### src/rtl/softmax_sequencer_if.sv
// Handshake and data bus between the softmax sequencer and its datapath/consumer.
// Latency: none (wires only).
// Backpressure: out_valid/out_ready on the result vector; start is sampled only when idle.
interface softmax_sequencer_if #(
  parameter int DATA_WIDTH = 32,
  parameter int NUM        = 10
);
  logic                      start;
  logic [NUM*DATA_WIDTH-1:0] in_data;
  logic                      busy;
  logic                      exp_reset;
  logic [DATA_WIDTH-1:0]     exp_operand;
  logic [DATA_WIDTH-1:0]     exp_result;
  logic                      acc_clear;
  logic [DATA_WIDTH-1:0]     acc_operand;
  logic [DATA_WIDTH-1:0]     acc_sum;
  logic                      div_start;
  logic [NUM*DATA_WIDTH-1:0] div_numer;
  logic [DATA_WIDTH-1:0]     div_denom;
  logic [NUM-1:0]            div_done;
  logic [NUM*DATA_WIDTH-1:0] div_result;
  logic                      out_valid;
  logic                      out_ready;
  logic [NUM*DATA_WIDTH-1:0] out_data;
  logic                      err;

  // Sequencer side.
  modport slave (
    input  start, in_data, exp_result, acc_sum, div_done, div_result, out_ready,
    output busy, exp_reset, exp_operand, acc_clear, acc_operand,
           div_start, div_numer, div_denom, out_valid, out_data, err
  );

  // Controller / datapath / consumer side.
  modport master (
    output start, in_data, exp_result, acc_sum, div_done, div_result, out_ready,
    input  busy, exp_reset, exp_operand, acc_clear, acc_operand,
           div_start, div_numer, div_denom, out_valid, out_data, err
  );
endinterface

### src/rtl/softmax_sequencer.sv
// Softmax sequencer: shares one exponent unit over NUM lanes, feeds the accumulator, launches dividers, returns the vector.
// Latency: NUM*(EXP_LAT+2)+ACC_LAT+1 cycles to div_start, then last div_done + 1 to out_valid (or DIV_TIMEOUT wait cycles).
// Backpressure: result held in OUT until out_ready; start is ignored (not queued) while busy.
module softmax_sequencer #(
  parameter int DATA_WIDTH  = 32,
  parameter int NUM         = 10,
  parameter int EXP_LAT     = 10,
  parameter int ACC_LAT     = 1,
  parameter int DIV_TIMEOUT = 64
) (
  input  logic                 clk,
  input  logic                 reset,
  softmax_sequencer_if.slave   bus
);

  localparam int LW   = (NUM > 1) ? $clog2(NUM) : 1;
  localparam int M1   = (EXP_LAT > DIV_TIMEOUT) ? EXP_LAT : DIV_TIMEOUT;
  localparam int M2   = (ACC_LAT > NUM) ? ACC_LAT : NUM;
  localparam int CMAX = (M1 > M2) ? M1 : M2;
  localparam int CW   = $clog2(CMAX + 1);

  localparam logic [LW-1:0] LAST_LANE = LW'(NUM - 1);
  localparam logic [LW-1:0] LANE_ONE  = LW'(1);
  localparam logic [CW-1:0] CNT_ONE   = CW'(1);
  localparam logic [CW-1:0] EXP_LAT_C = CW'(EXP_LAT);
  localparam logic [CW-1:0] ACC_LAT_C = CW'(ACC_LAT);
  localparam logic [CW-1:0] TMO_C     = CW'(DIV_TIMEOUT);

  typedef enum logic [2:0] {
    S_IDLE, S_EXP_LOAD, S_EXP_RUN, S_ACC, S_ACC_SETTLE, S_DIV_START, S_DIV_WAIT, S_OUT
  } state_t;

  state_t                             state_q;
  logic [LW-1:0]                      lane_q;
  logic [CW-1:0]                      cnt_q;
  logic [NUM-1:0]                     mask_q;
  logic [NUM-1:0]                     mask_d;
  logic [LW-1:0]                      lane_inc;
  logic [NUM-1:0][DATA_WIDTH-1:0]     in_q;
  logic [NUM-1:0][DATA_WIDTH-1:0]     buf_q;
  logic [NUM-1:0][DATA_WIDTH-1:0]     out_data_q;
  logic                               busy_q;
  logic                               exp_reset_q;
  logic [DATA_WIDTH-1:0]              exp_operand_q;
  logic                               acc_clear_q;
  logic [DATA_WIDTH-1:0]              acc_operand_q;
  logic                               div_start_q;
  logic [DATA_WIDTH-1:0]              div_denom_q;
  logic                               out_valid_q;
  logic                               err_q;

  assign lane_inc = lane_q + LANE_ONE;

  // Completion mask including the lanes reporting done in the current cycle.
  always_comb begin
    mask_d = mask_q | bus.div_done;
  end

  // Sequencing FSM; every output is registered and set on entry to the state that owns it.
  always_ff @(posedge clk) begin
    if (reset) begin
      state_q       <= S_IDLE;
      lane_q        <= '0;
      cnt_q         <= '0;
      mask_q        <= '0;
      in_q          <= '0;
      buf_q         <= '0;
      out_data_q    <= '0;
      busy_q        <= 1'b0;
      exp_reset_q   <= 1'b1;
      exp_operand_q <= '0;
      acc_clear_q   <= 1'b1;
      acc_operand_q <= '0;
      div_start_q   <= 1'b0;
      div_denom_q   <= '0;
      out_valid_q   <= 1'b0;
      err_q         <= 1'b0;
    end else begin
      div_start_q <= 1'b0;
      case (state_q)
        S_IDLE: begin
          if (bus.start) begin
            in_q          <= bus.in_data;
            lane_q        <= '0;
            busy_q        <= 1'b1;
            exp_reset_q   <= 1'b1;
            exp_operand_q <= bus.in_data[DATA_WIDTH-1:0];
            state_q       <= S_EXP_LOAD;
          end
        end
        S_EXP_LOAD: begin
          exp_reset_q <= 1'b0;
          cnt_q       <= CNT_ONE;
          state_q     <= S_EXP_RUN;
        end
        S_EXP_RUN: begin
          if (cnt_q == EXP_LAT_C) begin
            buf_q[lane_q] <= bus.exp_result;
            exp_reset_q   <= 1'b1;
            if (lane_q == LAST_LANE) begin
              // Lane 0 was captured long ago, so the first operand is ready now.
              lane_q        <= '0;
              acc_clear_q   <= 1'b0;
              acc_operand_q <= buf_q[0];
              state_q       <= S_ACC;
            end else begin
              lane_q        <= lane_inc;
              exp_operand_q <= in_q[lane_inc];
              state_q       <= S_EXP_LOAD;
            end
          end else begin
            cnt_q <= cnt_q + CNT_ONE;
          end
        end
        S_ACC: begin
          if (lane_q == LAST_LANE) begin
            acc_operand_q <= '0;
            if (ACC_LAT == 0) begin
              div_denom_q <= bus.acc_sum;
              div_start_q <= 1'b1;
              acc_clear_q <= 1'b1;
              mask_q      <= '0;
              out_data_q  <= '0;
              state_q     <= S_DIV_START;
            end else begin
              cnt_q   <= CNT_ONE;
              state_q <= S_ACC_SETTLE;
            end
          end else begin
            lane_q        <= lane_inc;
            acc_operand_q <= buf_q[lane_inc];
          end
        end
        S_ACC_SETTLE: begin
          if (cnt_q == ACC_LAT_C) begin
            div_denom_q <= bus.acc_sum;
            div_start_q <= 1'b1;
            acc_clear_q <= 1'b1;
            mask_q      <= '0;
            out_data_q  <= '0;
            state_q     <= S_DIV_START;
          end else begin
            cnt_q <= cnt_q + CNT_ONE;
          end
        end
        S_DIV_START: begin
          // div_done seen here may be stale from a previous pass, so it is ignored.
          cnt_q   <= CNT_ONE;
          state_q <= S_DIV_WAIT;
        end
        S_DIV_WAIT: begin
          for (int i = 0; i < NUM; i++) begin
            if (bus.div_done[i] && !mask_q[i]) begin
              out_data_q[i] <= bus.div_result[i*DATA_WIDTH +: DATA_WIDTH];
            end
          end
          mask_q <= mask_d;
          if (&mask_d) begin
            out_valid_q <= 1'b1;
            err_q       <= 1'b0;
            state_q     <= S_OUT;
          end else if (cnt_q == TMO_C) begin
            // Lanes that never finished keep the zero written at DIV_START.
            out_valid_q <= 1'b1;
            err_q       <= 1'b1;
            state_q     <= S_OUT;
          end else begin
            cnt_q <= cnt_q + CNT_ONE;
          end
        end
        S_OUT: begin
          if (bus.out_ready) begin
            out_valid_q <= 1'b0;
            err_q       <= 1'b0;
            busy_q      <= 1'b0;
            state_q     <= S_IDLE;
          end
        end
        default: state_q <= S_IDLE;
      endcase
    end
  end

  assign bus.busy        = busy_q;
  assign bus.exp_reset   = exp_reset_q;
  assign bus.exp_operand = exp_operand_q;
  assign bus.acc_clear   = acc_clear_q;
  assign bus.acc_operand = acc_operand_q;
  assign bus.div_start   = div_start_q;
  assign bus.div_numer   = buf_q;
  assign bus.div_denom   = div_denom_q;
  assign bus.out_valid   = out_valid_q;
  assign bus.out_data    = out_data_q;
  assign bus.err         = err_q;

endmodule

### src/flat_wrapper.sv
// flat-port wrapper written by rule: the top's interface ports become plain ports
module softmax_sequencer_flat 
#(
  parameter int DATA_WIDTH  = 32,
  parameter int NUM         = 10,
  parameter int EXP_LAT     = 10,
  parameter int ACC_LAT     = 1,
  parameter int DIV_TIMEOUT = 64
)
  (clk, reset, bus_start, bus_in_data, bus_exp_result, bus_acc_sum, bus_div_done, bus_div_result, bus_out_ready, bus_busy, bus_exp_reset, bus_exp_operand, bus_acc_clear, bus_acc_operand, bus_div_start, bus_div_numer, bus_div_denom, bus_out_valid, bus_out_data, bus_err);
  softmax_sequencer_if #(.DATA_WIDTH(DATA_WIDTH), .NUM(NUM)) bus_i ();
  input  logic clk;
  input  logic reset;
  input wire logic [$bits(bus_i.start)-1:0] bus_start;
  input wire logic [$bits(bus_i.in_data)-1:0] bus_in_data;
  input wire logic [$bits(bus_i.exp_result)-1:0] bus_exp_result;
  input wire logic [$bits(bus_i.acc_sum)-1:0] bus_acc_sum;
  input wire logic [$bits(bus_i.div_done)-1:0] bus_div_done;
  input wire logic [$bits(bus_i.div_result)-1:0] bus_div_result;
  input wire logic [$bits(bus_i.out_ready)-1:0] bus_out_ready;
  output wire logic [$bits(bus_i.busy)-1:0] bus_busy;
  output wire logic [$bits(bus_i.exp_reset)-1:0] bus_exp_reset;
  output wire logic [$bits(bus_i.exp_operand)-1:0] bus_exp_operand;
  output wire logic [$bits(bus_i.acc_clear)-1:0] bus_acc_clear;
  output wire logic [$bits(bus_i.acc_operand)-1:0] bus_acc_operand;
  output wire logic [$bits(bus_i.div_start)-1:0] bus_div_start;
  output wire logic [$bits(bus_i.div_numer)-1:0] bus_div_numer;
  output wire logic [$bits(bus_i.div_denom)-1:0] bus_div_denom;
  output wire logic [$bits(bus_i.out_valid)-1:0] bus_out_valid;
  output wire logic [$bits(bus_i.out_data)-1:0] bus_out_data;
  output wire logic [$bits(bus_i.err)-1:0] bus_err;
  assign bus_i.start = bus_start;
  assign bus_i.in_data = bus_in_data;
  assign bus_i.exp_result = bus_exp_result;
  assign bus_i.acc_sum = bus_acc_sum;
  assign bus_i.div_done = bus_div_done;
  assign bus_i.div_result = bus_div_result;
  assign bus_i.out_ready = bus_out_ready;
  assign bus_busy = bus_i.busy;
  assign bus_exp_reset = bus_i.exp_reset;
  assign bus_exp_operand = bus_i.exp_operand;
  assign bus_acc_clear = bus_i.acc_clear;
  assign bus_acc_operand = bus_i.acc_operand;
  assign bus_div_start = bus_i.div_start;
  assign bus_div_numer = bus_i.div_numer;
  assign bus_div_denom = bus_i.div_denom;
  assign bus_out_valid = bus_i.out_valid;
  assign bus_out_data = bus_i.out_data;
  assign bus_err = bus_i.err;
  softmax_sequencer #(.DATA_WIDTH(DATA_WIDTH), .NUM(NUM), .EXP_LAT(EXP_LAT), .ACC_LAT(ACC_LAT), .DIV_TIMEOUT(DIV_TIMEOUT)) u_core (.clk(clk), .reset(reset), .bus(bus_i));
endmodule
### config.mk
export PLATFORM = sky130hd
export DESIGN_NAME = softmax_sequencer_flat
export DESIGN_NICKNAME = d
export VERILOG_FILES = /design/src/rtl/softmax_sequencer_if.sv /design/src/rtl/softmax_sequencer.sv /design/src/flat_wrapper.sv
export SDC_FILE = /design/constraint.sdc
export NUM_CORES = 2
export LEC_CHECK = 0
export CORE_AREA = 10 10 560 562
export DETAILED_ROUTE_END_ITERATION = 12
export DIE_AREA = 0 0 570 572
export PLACE_DENSITY_LB_ADDON = 0.15
export SLEW_MARGIN = 20
export SYNTH_ARGS = -nofsm -noshare
export SYNTH_HDL_FRONTEND = slang
export SYNTH_SLANG_ARGS = --single-unit
### constraint.sdc
create_clock -name clk -period 5.91 [get_ports clk]
set_input_delay 1.182 -clock clk [delete_from_list [all_inputs] [get_ports clk]]
set_output_delay 1.182 -clock clk [all_outputs]
set_load 0.01 [all_outputs]
==> summary.md <==
| Metric | Value |
|---|---|
| Count of final hold-check violations | `0` |
| TritonCTS Sinks | `between 1000 and 1500` |
| CTS tree | `done` |
| RSZ-0062 raised after global routing | `no` |
| Hold_buf cts | `0` |
| Initial antenna violation count | `186` |
| Via count | `between 40000 and 50000` |
| Worst R2R End | `u_core.bus.exp_operand[10]$_SDFFE_PP0P_` |
| Via-to-Cell Ratio | `about 4.2` |
| Worst-path fanout max | `38` |
| R2r worst-path depth | `7` |
| Average size of a mapped cell | `8.554 µm²` |
| Initial DRC count | `about 3400` |
| Critical path's largest stage delay | `0.77 ns` |
| # IOs | `1460` |
| Num CTS Buffers | `152` |
| GP Congestion | `0.8688` |
| CTS max path bufs | `4` |
| Synth top area cells | `dfxtp_1 50%, nand2_1 13%, a21oi_1 8.9%` |
| Chip Width | `570 µm` |
| Crit share post-route | `57.64%` |
| Area Growth Syn to Fin | `55.27%` |
| Max frequency | `293.5 MHz` |
| Fin cells | `10449` |
| Startpoint Class | `flip-flop` |
| Hold_ws | `0.4493 ns` |
| Setup bufs post-CTS | `0` |
| Cell taking the most area after synthesis | `dfxtp_1` |
| Worst Max-Slew Pin Slew | `1.148 ns` |
| Clock latency at the later pin of the worst-skew pair | `0.81 ns` |
| Final Skew | `0.04906 ns` |
| Top cell type's share of synthesized area | `49.98%` |
| Final-report setup violation count | `0` |
| Count of state elements after synthesis | `1086` |
| Peak VDD IR | `0.1784 mV` |
| Total track usage | `18.31%` |
| Post-DP Area | `between 60000 and 70000 µm²` |
| Pin count of the biggest net entering global routing | `between 150 and 200` |
| First-pass GRT wire length | `414.1 mm` |
| Fin area | `just under 70000 µm²` |
| Worst path required time | `6.60 ns` |
| Relative slew slack | `a little under a quarter` |
| Worst setup startpoint | `u_core.lane_q[0]$_SDFFE_PP0P_` |
| Post-cts repair resize count | `0` |
| Post-Synthesis Cells | `5085` |
| Nets@finish | `7045` |
| CP arrival | `4.10 ns` |
| Met3 GRT Util | `6.670%` |
| Synth Flop Type | `dfxtp_1` |
| DRT Pass-1 Iters | `6` |
| Met2 Resource Use GR | `32.17%` |
| MaxCap Viol Count | `0` |
| Status | `finished, final reports clean` |
| Setup TNS | `0 ns` |
| Post-route worst setup slack | `2.503 ns` |
| Routed length per placed instance | `30.40 µm` |
| # fillers | `33009` |
| Total Die Area | `326000 µm²` |
| Hold/Removal Path Class | `reg -> reg` |
| Synth Cell Area | `43500 µm²` |
| Placed cells | `10143` |
| Syn nets | `approximately 5800` |
| Sequential share of the synthesized area | `about half` |
| Routed Antenna Nets | `0` |
| Synth cell types | `63` |
| Reg2reg setup slack | `approximately 2.5 ns` |
| Slowest-stage cell, CP | `o21ai_4` |
| Nature of the critical path endpoint | `flip-flop` |
| Vias in the first global route | `43051` |
| Initial Utilization | `about 14%` |
| Met1 Track Usage GR | `21.12%` |
| Core Area | `~300000 µm²` |
| Asr flop ratio synth | `0%` |
| FF-to-FF Start | `u_core.lane_q[0]$_SDFFE_PP0P_` |
| Minimum clock period | `3.407 ns` |
| Number of synthesized flops with an enable pin | `0` |
| Max-slew violation count | `0` |
| Share of layout cells above drive strength 1 | `8.111%` |
| Critical path class | `reg -> reg` |
| CTS H-Tree Depth | `4` |
| Power density over the cells | `between 200 and 300 nW/µm²` |
| Hold path cells | `2` |
| Pleak | `21.76 nW` |
| Min-delay src | `u_core.bus.out_data[211]$_SDFFE_PP0P_` |
| DRT Wirelength | `317.6 mm` |
| Number of remaining DRC errors | `0` |
| CP Cell Sequence | `ha_1 -> and3b_1 -> nor4_1 -> o21ai_4 -> buf_4 -> nand3b_1 -> o41ai_1` |
| Layer with the highest usage | `met2` |
| Register clock-pin slew on the reported worst setup and hold paths | `0.05 ns` |
| DP HPWL | `243.6 mm` |
| Row count | `202` |
| Die height | `roughly 570 µm` |
| Gr ovfl total | `0` |
| Synth warnings | `0` |
| PortBufs | `1459` |
| Clk root buf | `clkbuf_16` |
| Hold EP | `u_core.bus.out_data[211]$_SDFFE_PP0P_` |
| Placement Setup Slack | `2.193 ns` |
[layout make-up]
| class | instances | area, µm² | area share [%] |
|---|---|---|---|
| clock inverter | 37 | 575.6 | 0.8522 |
| sequential | 1086 | 21740 | 32.20 |
| timing repair buffer | 1550 | 15500 | 22.95 |
| inverter | 10 | 37.54 | 0.05558 |
| clock buffer | 221 | 4438 | 6.571 |
| tap | 3978 | 4977 | 7.369 |
| multi-input combinational | 3519 | 20150 | 29.83 |
| antenna | 48 | 120.1 | 0.1778 |
[synthesized netlist by cell type (15+ instances only)]
master and count:
nand2_1 1461, dfxtp_1 1086, a21oi_1 774, clkbuf_1 400, nor2_1 374, a22oi_1 268, mux4_2 128, mux2i_1 110
nand3b_1 98, buf_2 57, o21ai_0 57, o41ai_1 32, o22ai_1 21, a21o_1 19, mux2_2 18, a311oi_1 17
nand4b_1 17, o32a_1 15
[power by group]
part / switching (mW) / internal (mW)
registers: 0.231 / 7.59
logic: 1.22 / 0.894
clock network: 3.81 / 5.69
total: 5.26 / 14.2
[critical path, delay by kind of cell, from the launching register on]
kind                     cells  cell delay [ns]
buffers and inverters        1             0.61
adder cells (fa/ha/maj)      1             0.39
AND/OR/NAND/NOR              3             0.87
AO/OA/AOI/OAI                2             0.86
flip-flops                   1             0.50
[flip-flops by register name, indices dropped and copies added (netlist names)]
name	flops
u_core.bus.out_valid	1
u_core.cnt_q	7
u_core.in_q	320
u_core.lane_q	4
u_core.bus.out_data	320
u_core.state_q	3
u_core.bus.err	1
u_core.bus.div_denom	32
u_core.bus.div_start	1
u_core.bus.acc_clear	1
u_core.bus.exp_operand	32
u_core.bus.div_numer	320
u_core.bus.busy	1
u_core.bus.exp_reset	1
u_core.mask_q	10
u_core.bus.acc_operand	32
[cell usage in the layout, fill, tap and decap left out, drive strengths merged, types with 7 or more instances in the layout]
cell,count
inv,15
nor3,7
a311oi,17
o22ai,21
nand2b,7
mux2i,110
a21o,19
nand3b,98
nand4b,17
o21ai,58
nor2,374
clkbuf,221
diode,48
clkinv,18
nor3b,9
mux4,128
o32a,15
a22oi,268
bufinv,11
dfxtp,1086
o41ai,32
nand2,1462
nand3,7
ha,8
buf,92
a21oi,774
and2,10
clkdlybuf4s50,1458
mux2,18
[cells by family after synthesis]
| logic type | after synthesis | synth area share (%) |
|---|---|---|
| AO/OA/AOI/OAI | 1231 | 16.67 |
| XOR/XNOR | 3 | 0.07768 |
| adder cells (fa/ha/maj) | 8 | 0.2301 |
| flip-flops | 1086 | 49.98 |
| buffers and inverters | 480 | 4.366 |
| AND/OR/NAND/NOR | 2021 | 19.05 |
| multiplexers | 256 | 9.624 |
[layer usage]
metal / routed length, µm / share of wire [%] / up-vias
li1: - / - / 19963
met1: 124000 / 39 / 21881
met2: 155400 / 49 / 1921
met3: 29010 / 9.1 / 504
met4: 8451 / 2.7 / 114
met5: 793 / 0.25 / -
[per-stage QoR]
step / util, % / power [mW]
floorplan: - / 8.816
global placement: 20.64 / 10.10
detailed placement: 20.66 / 10.11
CTS: 22.32 / 19.76
global route: 22.33 / 20.16
finish: 22.36 / 19.43
[worst max-delay path by stage]
stage and end:
2_1_floorplan u_core.bus.exp_operand[10]$_SDFFE_PP0P_, 5_1_grt u_core.bus.exp_operand[0]$_SDFFE_PP0P_, 3_5_place_dp u_core.bus.exp_operand[10]$_SDFFE_PP0P_, 4_1_cts u_core.bus.acc_operand[9]$_SDFFE_PP0P_
6_report u_core.bus.exp_operand[10]$_SDFFE_PP0P_, 3_3_place_gp u_core.bus.exp_operand[10]$_SDFFE_PP0P_
Power figures use the tool's default switching activity.
